**src/rtl/logic_gate_pipe_pkg.sv**
```systemverilog
// Shared definitions for the pipelined bitwise logic unit.
//   OP_W  : width of the operation select bus
//   op_e  : operation encoding (NOT, AND, OR, XOR, NAND, NOR, XNOR, PASS)
package logic_gate_pipe_pkg;

  localparam int OP_W = 3;

  typedef enum logic [OP_W-1:0] {
    OP_NOT  = 3'd0,
    OP_AND  = 3'd1,
    OP_OR   = 3'd2,
    OP_XOR  = 3'd3,
    OP_NAND = 3'd4,
    OP_NOR  = 3'd5,
    OP_XNOR = 3'd6,
    OP_PASS = 3'd7
  } op_e;

endpackage

```
**src/rtl/logic_gate_pipe_stage.sv**
```systemverilog
// One register slot of the valid/ready pipeline.
//   clk, rst_n  : clock and asynchronous active-low reset
//   up_valid    : valid offered by the previous slot (or the input)
//   up_data     : data offered by the previous slot (or the input)
//   up_ready    : this slot can load this cycle
//   valid, data : contents of this slot
//   down_ready  : the next slot (or the consumer) can take our contents
module logic_pipe_stage #(
  parameter int DW = 9
) (
  input  logic          clk,
  input  logic          rst_n,
  input  logic          up_valid,
  input  logic [DW-1:0] up_data,
  output logic          up_ready,
  output logic          valid,
  output logic [DW-1:0] data,
  input  logic          down_ready
);

  // The slot can load when it is empty or its current contents move on.
  assign up_ready = !valid || down_ready;

  // Valid follows the upstream valid on every load; data is only replaced
  // when a real item arrives so that a bubble leaves the old value in place.
  always_ff @(posedge clk or negedge rst_n) begin
    if (!rst_n) begin
      valid <= 1'b0;
      data  <= '0;
    end else if (up_ready) begin
      valid <= up_valid;
      if (up_valid) begin
        data <= up_data;
      end
    end
  end

endmodule

```
**src/rtl/logic_gate_pipe.sv**
```systemverilog
// Pipelined bitwise logic unit with valid/ready flow control.
//   clk, rst_n          : clock and asynchronous active-low reset
//   in_valid / in_ready : input handshake for op, a, b
//   op                  : operation select (see logic_gate_pipe_pkg::op_e)
//   a, b                : WIDTH-bit operands (b unused by NOT and PASS)
//   out_valid/out_ready : output handshake for f, f_zero
//   f                   : result
//   f_zero              : result is all zeros
// Latency is STAGES cycles; one result per cycle when the consumer never stalls.
module logic_gate_pipe
  import logic_gate_pipe_pkg::*;
#(
  parameter int WIDTH  = 8,
  parameter int STAGES = 2
) (
  input  logic             clk,
  input  logic             rst_n,
  input  logic             in_valid,
  output logic             in_ready,
  input  logic [OP_W-1:0]  op,
  input  logic [WIDTH-1:0] a,
  input  logic [WIDTH-1:0] b,
  output logic             out_valid,
  input  logic             out_ready,
  output logic [WIDTH-1:0] f,
  output logic             f_zero
);

  localparam int DW = WIDTH + 1;

  logic [WIDTH-1:0] result;
  logic [DW-1:0]    stage_in;

  // Operation decode. All eight codes are meaningful, so every input
  // pattern produces a defined result.
  always_comb begin
    result = '0;
    case (op_e'(op))
      OP_NOT:  result = ~a;
      OP_AND:  result = a & b;
      OP_OR:   result = a | b;
      OP_XOR:  result = a ^ b;
      OP_NAND: result = ~(a & b);
      OP_NOR:  result = ~(a | b);
      OP_XNOR: result = ~(a ^ b);
      OP_PASS: result = a;
      default: result = a;
    endcase
  end

  // The zero flag is produced once here and travels with the data.
  assign stage_in = {(result == '0), result};

  // Each slot keeps its own handshake wires so the ready chain, which runs
  // from the output back to the input, is built from separate nets.
  for (genvar k = 0; k < STAGES; k++) begin : g_stage
    logic          vld;
    logic [DW-1:0] dat;
    logic          up_rdy;
    logic          up_vld;
    logic [DW-1:0] up_dat;
    logic          dn_rdy;

    if (k == 0) begin : g_first
      assign up_vld = in_valid;
      assign up_dat = stage_in;
    end else begin : g_mid
      assign up_vld = g_stage[k-1].vld;
      assign up_dat = g_stage[k-1].dat;
    end

    if (k == STAGES - 1) begin : g_last
      assign dn_rdy = out_ready;
    end else begin : g_inner
      assign dn_rdy = g_stage[k+1].up_rdy;
    end

    logic_pipe_stage #(
      .DW(DW)
    ) u_stage (
      .clk        (clk),
      .rst_n      (rst_n),
      .up_valid   (up_vld),
      .up_data    (up_dat),
      .up_ready   (up_rdy),
      .valid      (vld),
      .data       (dat),
      .down_ready (dn_rdy)
    );
  end

  // The input is accepted whenever the first slot can load, which ripples
  // combinationally from the consumer through every full slot.
  assign in_ready  = g_stage[0].up_rdy;
  assign out_valid = g_stage[STAGES-1].vld;
  assign f         = g_stage[STAGES-1].dat[WIDTH-1:0];
  assign f_zero    = g_stage[STAGES-1].dat[WIDTH];

endmodule
```
**config.mk**
```make
export PLATFORM = sky130hd
export DESIGN_NAME = logic_gate_pipe
export DESIGN_NICKNAME = d
export VERILOG_FILES = /design/src/rtl/logic_gate_pipe_pkg.sv /design/src/rtl/logic_gate_pipe_stage.sv /design/src/rtl/logic_gate_pipe.sv
export SDC_FILE = /design/constraint.sdc
export NUM_CORES = 1
export LEC_CHECK = 0
export BUFFER_PORTS_ARGS = -buffer_cell sky130_fd_sc_hd__buf_2
export CORE_MARGIN = 5
export CORE_UTILIZATION = 50
export DETAILED_ROUTE_END_ITERATION = 8
export PLACE_DENSITY = 0.74
export SETUP_SLACK_MARGIN = 0.4
export SLEW_MARGIN = 20
export SYNTH_ARGS = -nofsm -noshare
export SYNTH_HDL_FRONTEND = slang
export SYNTH_SLANG_ARGS = --single-unit
```
**constraint.sdc**
```tcl
create_clock -name clk -period 4.2 [get_ports clk]
set_input_delay 0.42 -clock clk [delete_from_list [all_inputs] [get_ports clk]]
set_output_delay 0.42 -clock clk [all_outputs]
set_load 0.05 [all_outputs]
```
Word-level counts from Yosys, hierarchy flattened

Cells that the tools add are included.

Bits in registers: 20
Bits of input ports: 23
Output and inout bits: 11

Equality and inequality tests: 7
Mux-type cells: 1
Bitwise operators: 7
Reductions and logical operators: 8

Operators with widths:

| operator                                                              | count |
|---|---|
| 8-bit one-hot mux with 8 select lines                                 | 1 |
| 8-bit NOT                                                             | 4 |
| 3-bit equality test, second input constant                            | 4 |
| 8-bit bitwise AND                                                     | 1 |
| 8-bit zero test                                                       | 1 |
| 8-bit bitwise OR                                                      | 1 |
| 8-bit bitwise XOR                                                     | 1 |
| 3-bit by 2-bit equality test with 1-bit output, second input constant | 2 |
| 2-bit AND reduction                                                   | 2 |
| 3-bit by 1-bit equality test with 1-bit output, second input constant | 1 |
| 3-bit zero test                                                       | 1 |
| 1-bit zero test                                                       | 2 |
| 1-bit logical OR                                                      | 2 |

Longest topological paths before layout

Depth after elaboration: 4
Depth in mapped cells: 8

By module

A second synthesis with hierarchy kept.

Cells, all modules: 178
Area, all modules: 1785.5 um^2

By module, submodules not included:

| module           | times used | cells each | area each (um^2) | sequential area each (um^2) |
|---|---|---|---|---|
| logic_gate_pipe  | 1          | 134        | 934.6            | 0.0 |
| logic_pipe_stage | 2          | 22         | 425.4            | 250.2 |

Least setup slack after synthesis

OpenSTA, ideal clock, no wires.

Kind: reg-to-reg
Start: reg g_stage[1].u_stage.valid
End: reg g_stage[0].u_stage.data[8]
Arrival time: 2022 ps
Required time: 4108 ps
Slack: 2086 ps
Stages on the path, launching flop included: 6
Path buffers: 0
Clock period less this slack: 2114 ps
Cell sequence: dfrtp_1 > nand3b_1 > nand2_1 > a311oi_1 > o2111ai_1 > o31ai_2

Cells in the longest elaborated chain, start to end: 4

RTL lines:

| element                       | line                        | source |
|---|---|---|
| start, declared               | logic_gate_pipe_stage.sv:16 | `output logic valid,` |
| start signal, assigned        | logic_gate_pipe_stage.sv:31 | `valid <= up_valid;` |
| 1-bit zero test               | logic_gate_pipe_stage.sv:22 | `assign up_ready = !valid \|\| down_ready;` |
| 1-bit logical OR (2 in a row) | logic_gate_pipe_stage.sv:22 |  |
| via in_ready                  | logic_gate_pipe.sv:19       | `output logic in_ready,` |
| 2-bit AND reduction (no line) | -                           |  |
| end signal, assigned          | logic_gate_pipe_stage.sv:33 | `data <= up_data;` |
| end, declared                 | logic_gate_pipe_stage.sv:17 | `output logic [DW-1:0] data,` |

The timed path passes the listed nets, and every way through them passes these cells.
A chain may end at the register's enable or synchronous reset.

Final worst setup path

Start: in op[0]
End: reg g_stage[0].u_stage.data[8]

Cells in the longest elaborated chain, start to end: 3

RTL lines:

| element                                     | line                  | source |
|---|---|---|
| start, declared                             | logic_gate_pipe.sv:20 | `input logic [OP_W-1:0] op,` |
| 3-bit equality test (tied with other cells) | logic_gate_pipe.sv:38 | `case (op_e'(op))` |
| 8-bit one-hot mux with 8 select lines (*)   | logic_gate_pipe.sv:38 |  |
| 8-bit zero test (*)                         | logic_gate_pipe.sv:52 | `assign stage_in = {(result == '0), result};` |

Every way passes the cells marked *; elsewhere a longest branch is shown, timed or not.

==> flow_metrics.env <==
export IMPL_dominantRegCellSynth="dfrtp_1"
export IMPL_grt_pass1_vias=1354
export IMPL_cts_resized=0
export IMPL_setup_tns_ns=0
export IMPL_path_cells="buf_2, inv_1, o31a_1, a221oi_1, o22ai_1, o31ai_2"
export IMPL_period_minus_slack_ns=2.03
export IMPL_syn2layout_area_growth_pct=12.1
export IMPL_status="completed"
export IMPL_p_switching_mw=0.240
export IMPL_die_h_um=67.5
export IMPL_fin_util_pct=59.7
export IMPL_cts_max_path_buffers=2
export IMPL_rows=20
export IMPL_hold_buffers=0
export IMPL_start_util_pct=53.3
export IMPL_p_per_area_nw_per_um2=328
export IMPL_finClkSkew_ns=0.00354
export IMPL_dp_hpwl_um=2610
export IMPL_start_kind="primary input"
export IMPL_dieArea_um2=4560
export IMPL_grt_max_degree=39
export IMPL_crit_family="compound AO/OA/AOI/OAI gates"
export IMPL_synth_edf_count=0
export IMPL_clkTransAtPathRegs_ns=0.10
export IMPL_cpPeakStageDelay_ns=0.47
export IMPL_die_w_um=67.5
export IMPL_firstDrtPassIters=4
export IMPL_seqPwrFrac_pct=40.8
export IMPL_detail_route_antenna_nets=0
export IMPL_final_common_cell="buf_2"
export IMPL_yosysTopAreaCell="dfrtp_1"
export IMPL_cp_slowest_cell="buf_2"
export IMPL_rsz0062_at_grt="no"
export IMPL_fmax_mhz=492
export IMPL_finalHoldViolations=0
export IMPL_worst_slew_pin_slew_ns=0.595
export IMPL_cts_root_buf="clkbuf_4"
export IMPL_syn_nets=217
export IMPL_p_leak_nw=0.926
export IMPL_netlist_area_um2=1650
export IMPL_worstSkewPairLatency_ns=0.29
export IMPL_switching_share_pct=39.5
export IMPL_hold_path_class="primary input to async pin"
export IMPL_gp_congestion=0.774
export IMPL_wl_um=3210
export IMPL_post_cts_setup_buffers=0
export IMPL_route_vias_total=1394
export IMPL_internal_power_mw=0.368
export IMPL_grt_use_total_pct=15.2
export IMPL_max_vdd_ir_drop_v=0.000120
export IMPL_antenna_found_initial=0
export IMPL_cts_tree="done"
export IMPL_synthTopCellsByArea="dfrtp_1, ha_1, inv_1"
export IMPL_yosysTopAreaCellShare_pct=30.3
export IMPL_seq_area_frac_synth_pct=30.3
export IMPL_clock_sinks=20
export IMPL_cp_required_ns=4.41
export IMPL_slew_viol_final=0
export IMPL_avgSynthCellArea_um2=9.29
export IMPL_first_iter_violations=50
export IMPL_ys_warn_count=0
export IMPL_synth_seq_cells=20
export IMPL_diodes=0
export IMPL_cts_max_level=1
export IMPL_async_flop_share_pct=100
export IMPL_cp_arrival_ns=2.24
export IMPL_core_area_um2=3100
export IMPL_crit_type="primary input to flip-flop"
export IMPL_max_slew_margin_pct=60.3
export IMPL_fin_nets=246
export IMPL_p_comb_share_pct=42.1
export IMPL_detail_route_wl_per_cell_um=12.9
export IMPL_worst_path_max_fanout=38
export IMPL_portBuffers=33
export IMPL_drc=0
export IMPL_final_cell_mix="buf_2, inv_1, nand2_1, dfrtp_1, ha_1"
export IMPL_crit_buf_inv=2
export IMPL_drive_gt1_share_pct=25.7
export IMPL_setup_viol=0
export IMPL_p_clk_share_pct=17.1
export IMPL_overflow=0
export IMPL_synth_distinct_cells=45
export IMPL_ios=34
export IMPL_syn_inst=178
export IMPL_critPathCaptureType="flip-flop"
export IMPL_routed_via_density=5.58
export IMPL_finalCritPeriodShare_pct=48.4
export IMPL_cts_inserted_buffers=3
export IMPL_grt_pass1_wl_um=5510
export IMPL_cap_violations=0
[state kept, by name (all words and copies together), names as in the netlist]
signal	cells
g_stage.u_stage.data	18
g_stage.u_stage.valid	2
[cells in the mapped netlist, drive strengths merged, types with 2 or more instances]
library cell,n
inv,28
dfrtp,20
nand2,20
ha,16
mux2,9
buf,8
o31ai,6
mux2i,5
nor2,5
nor2b,5
a21oi,4
mux4,4
nand2b,4
a2111oi,3
a221oi,3
nor3,3
o21ai,3
a211oi,2
and2,2
and3,2
nand3,2
nand3b,2
o2111ai,2
o211ai,2
o221a,2
o22ai,2
[final timing paths]
check	startpoint	endpoint	slack (ns)	cells after the start
worst max-delay path	op[0]	g_stage[0].u_stage.data[8]$_DFFE_PN0P_	2.17	6
worst min-delay path	rst_n	g_stage[0].u_stage.data[8]$_DFFE_PN0P_	0.05	1
worst max register to register	g_stage[0].u_stage.valid$_DFFE_PN0N_	g_stage[0].u_stage.data[8]$_DFFE_PN0P_	2.33	5
worst min register to register	g_stage[0].u_stage.data[0]$_DFFE_PN0P_	g_stage[0].u_stage.data[0]$_DFFE_PN0P_	0.49	2
max in group asynchronous	rst_n	g_stage[0].u_stage.data[1]$_DFFE_PN0P_	3.86	1
min in group clk	in_valid	g_stage[0].u_stage.valid$_DFFE_PN0N_	0.35	2
[worst reg2reg max path, stage by stage (launching register included)]
cell and delay (ns):
dfrtp_1 0.40, nand3b_1 0.14, nand2_1 0.31, a311oi_1 0.53, o2111ai_1 0.21, o31ai_2 0.19
[per-stage QoR]
step	instance area [µm²]	cells	hold slack, ns	worst slack, ns	total power, mW
finish	1850	250	0.0505	2.17	0.609
global route	1850	250	0.0779	1.98	0.650
CTS	1850	250	0.0489	2.18	0.617
detailed placement	1820	246	0.377	1.87	0.512
global placement	1820	246	0.373	1.97	0.501
floorplan	1650	178	0.124	2.09	0.447
[routing by layer]
metal  vias up  wire length [µm]  track usage [%]
met2        42              1580             27.5
met3         4               175             1.33
li1        694                 -                -
met4         0                19             6.33
met1       654              1440             18.3
met5         -                 0                0
[power groups by stage]
stage / logic (mW) / registers (mW) / clock network, mW
global placement: 0.251 / 0.250 / 0
detailed placement: 0.258 / 0.253 / 0
finish: 0.256 / 0.248 / 0.104
global route: 0.279 / 0.255 / 0.117
CTS: 0.259 / 0.249 / 0.109
floorplan: 0.114 / 0.333 / 0
[cell type report]
class,instances,area [µm²]
inverter,28,105
tap,44,55.1
fill,303,1250
timing repair buffer,33,165
clock buffer,4,36.3
sequential,20,500
multi-input combinational,121,991
[cells by family after synthesis]
logic type                 after synthesis  synth area share [%]
muxes                                   18                  14.6
and+or+nand+nor                         48                  14.2
DFF                                     20                  30.3
adders and majority gates               16                  12.1
AOI/OAI and AO/OA                       39                  19.0
buffers and inverters                   37                  9.77
No activity file was read; power rests on OpenSTA's default activity.
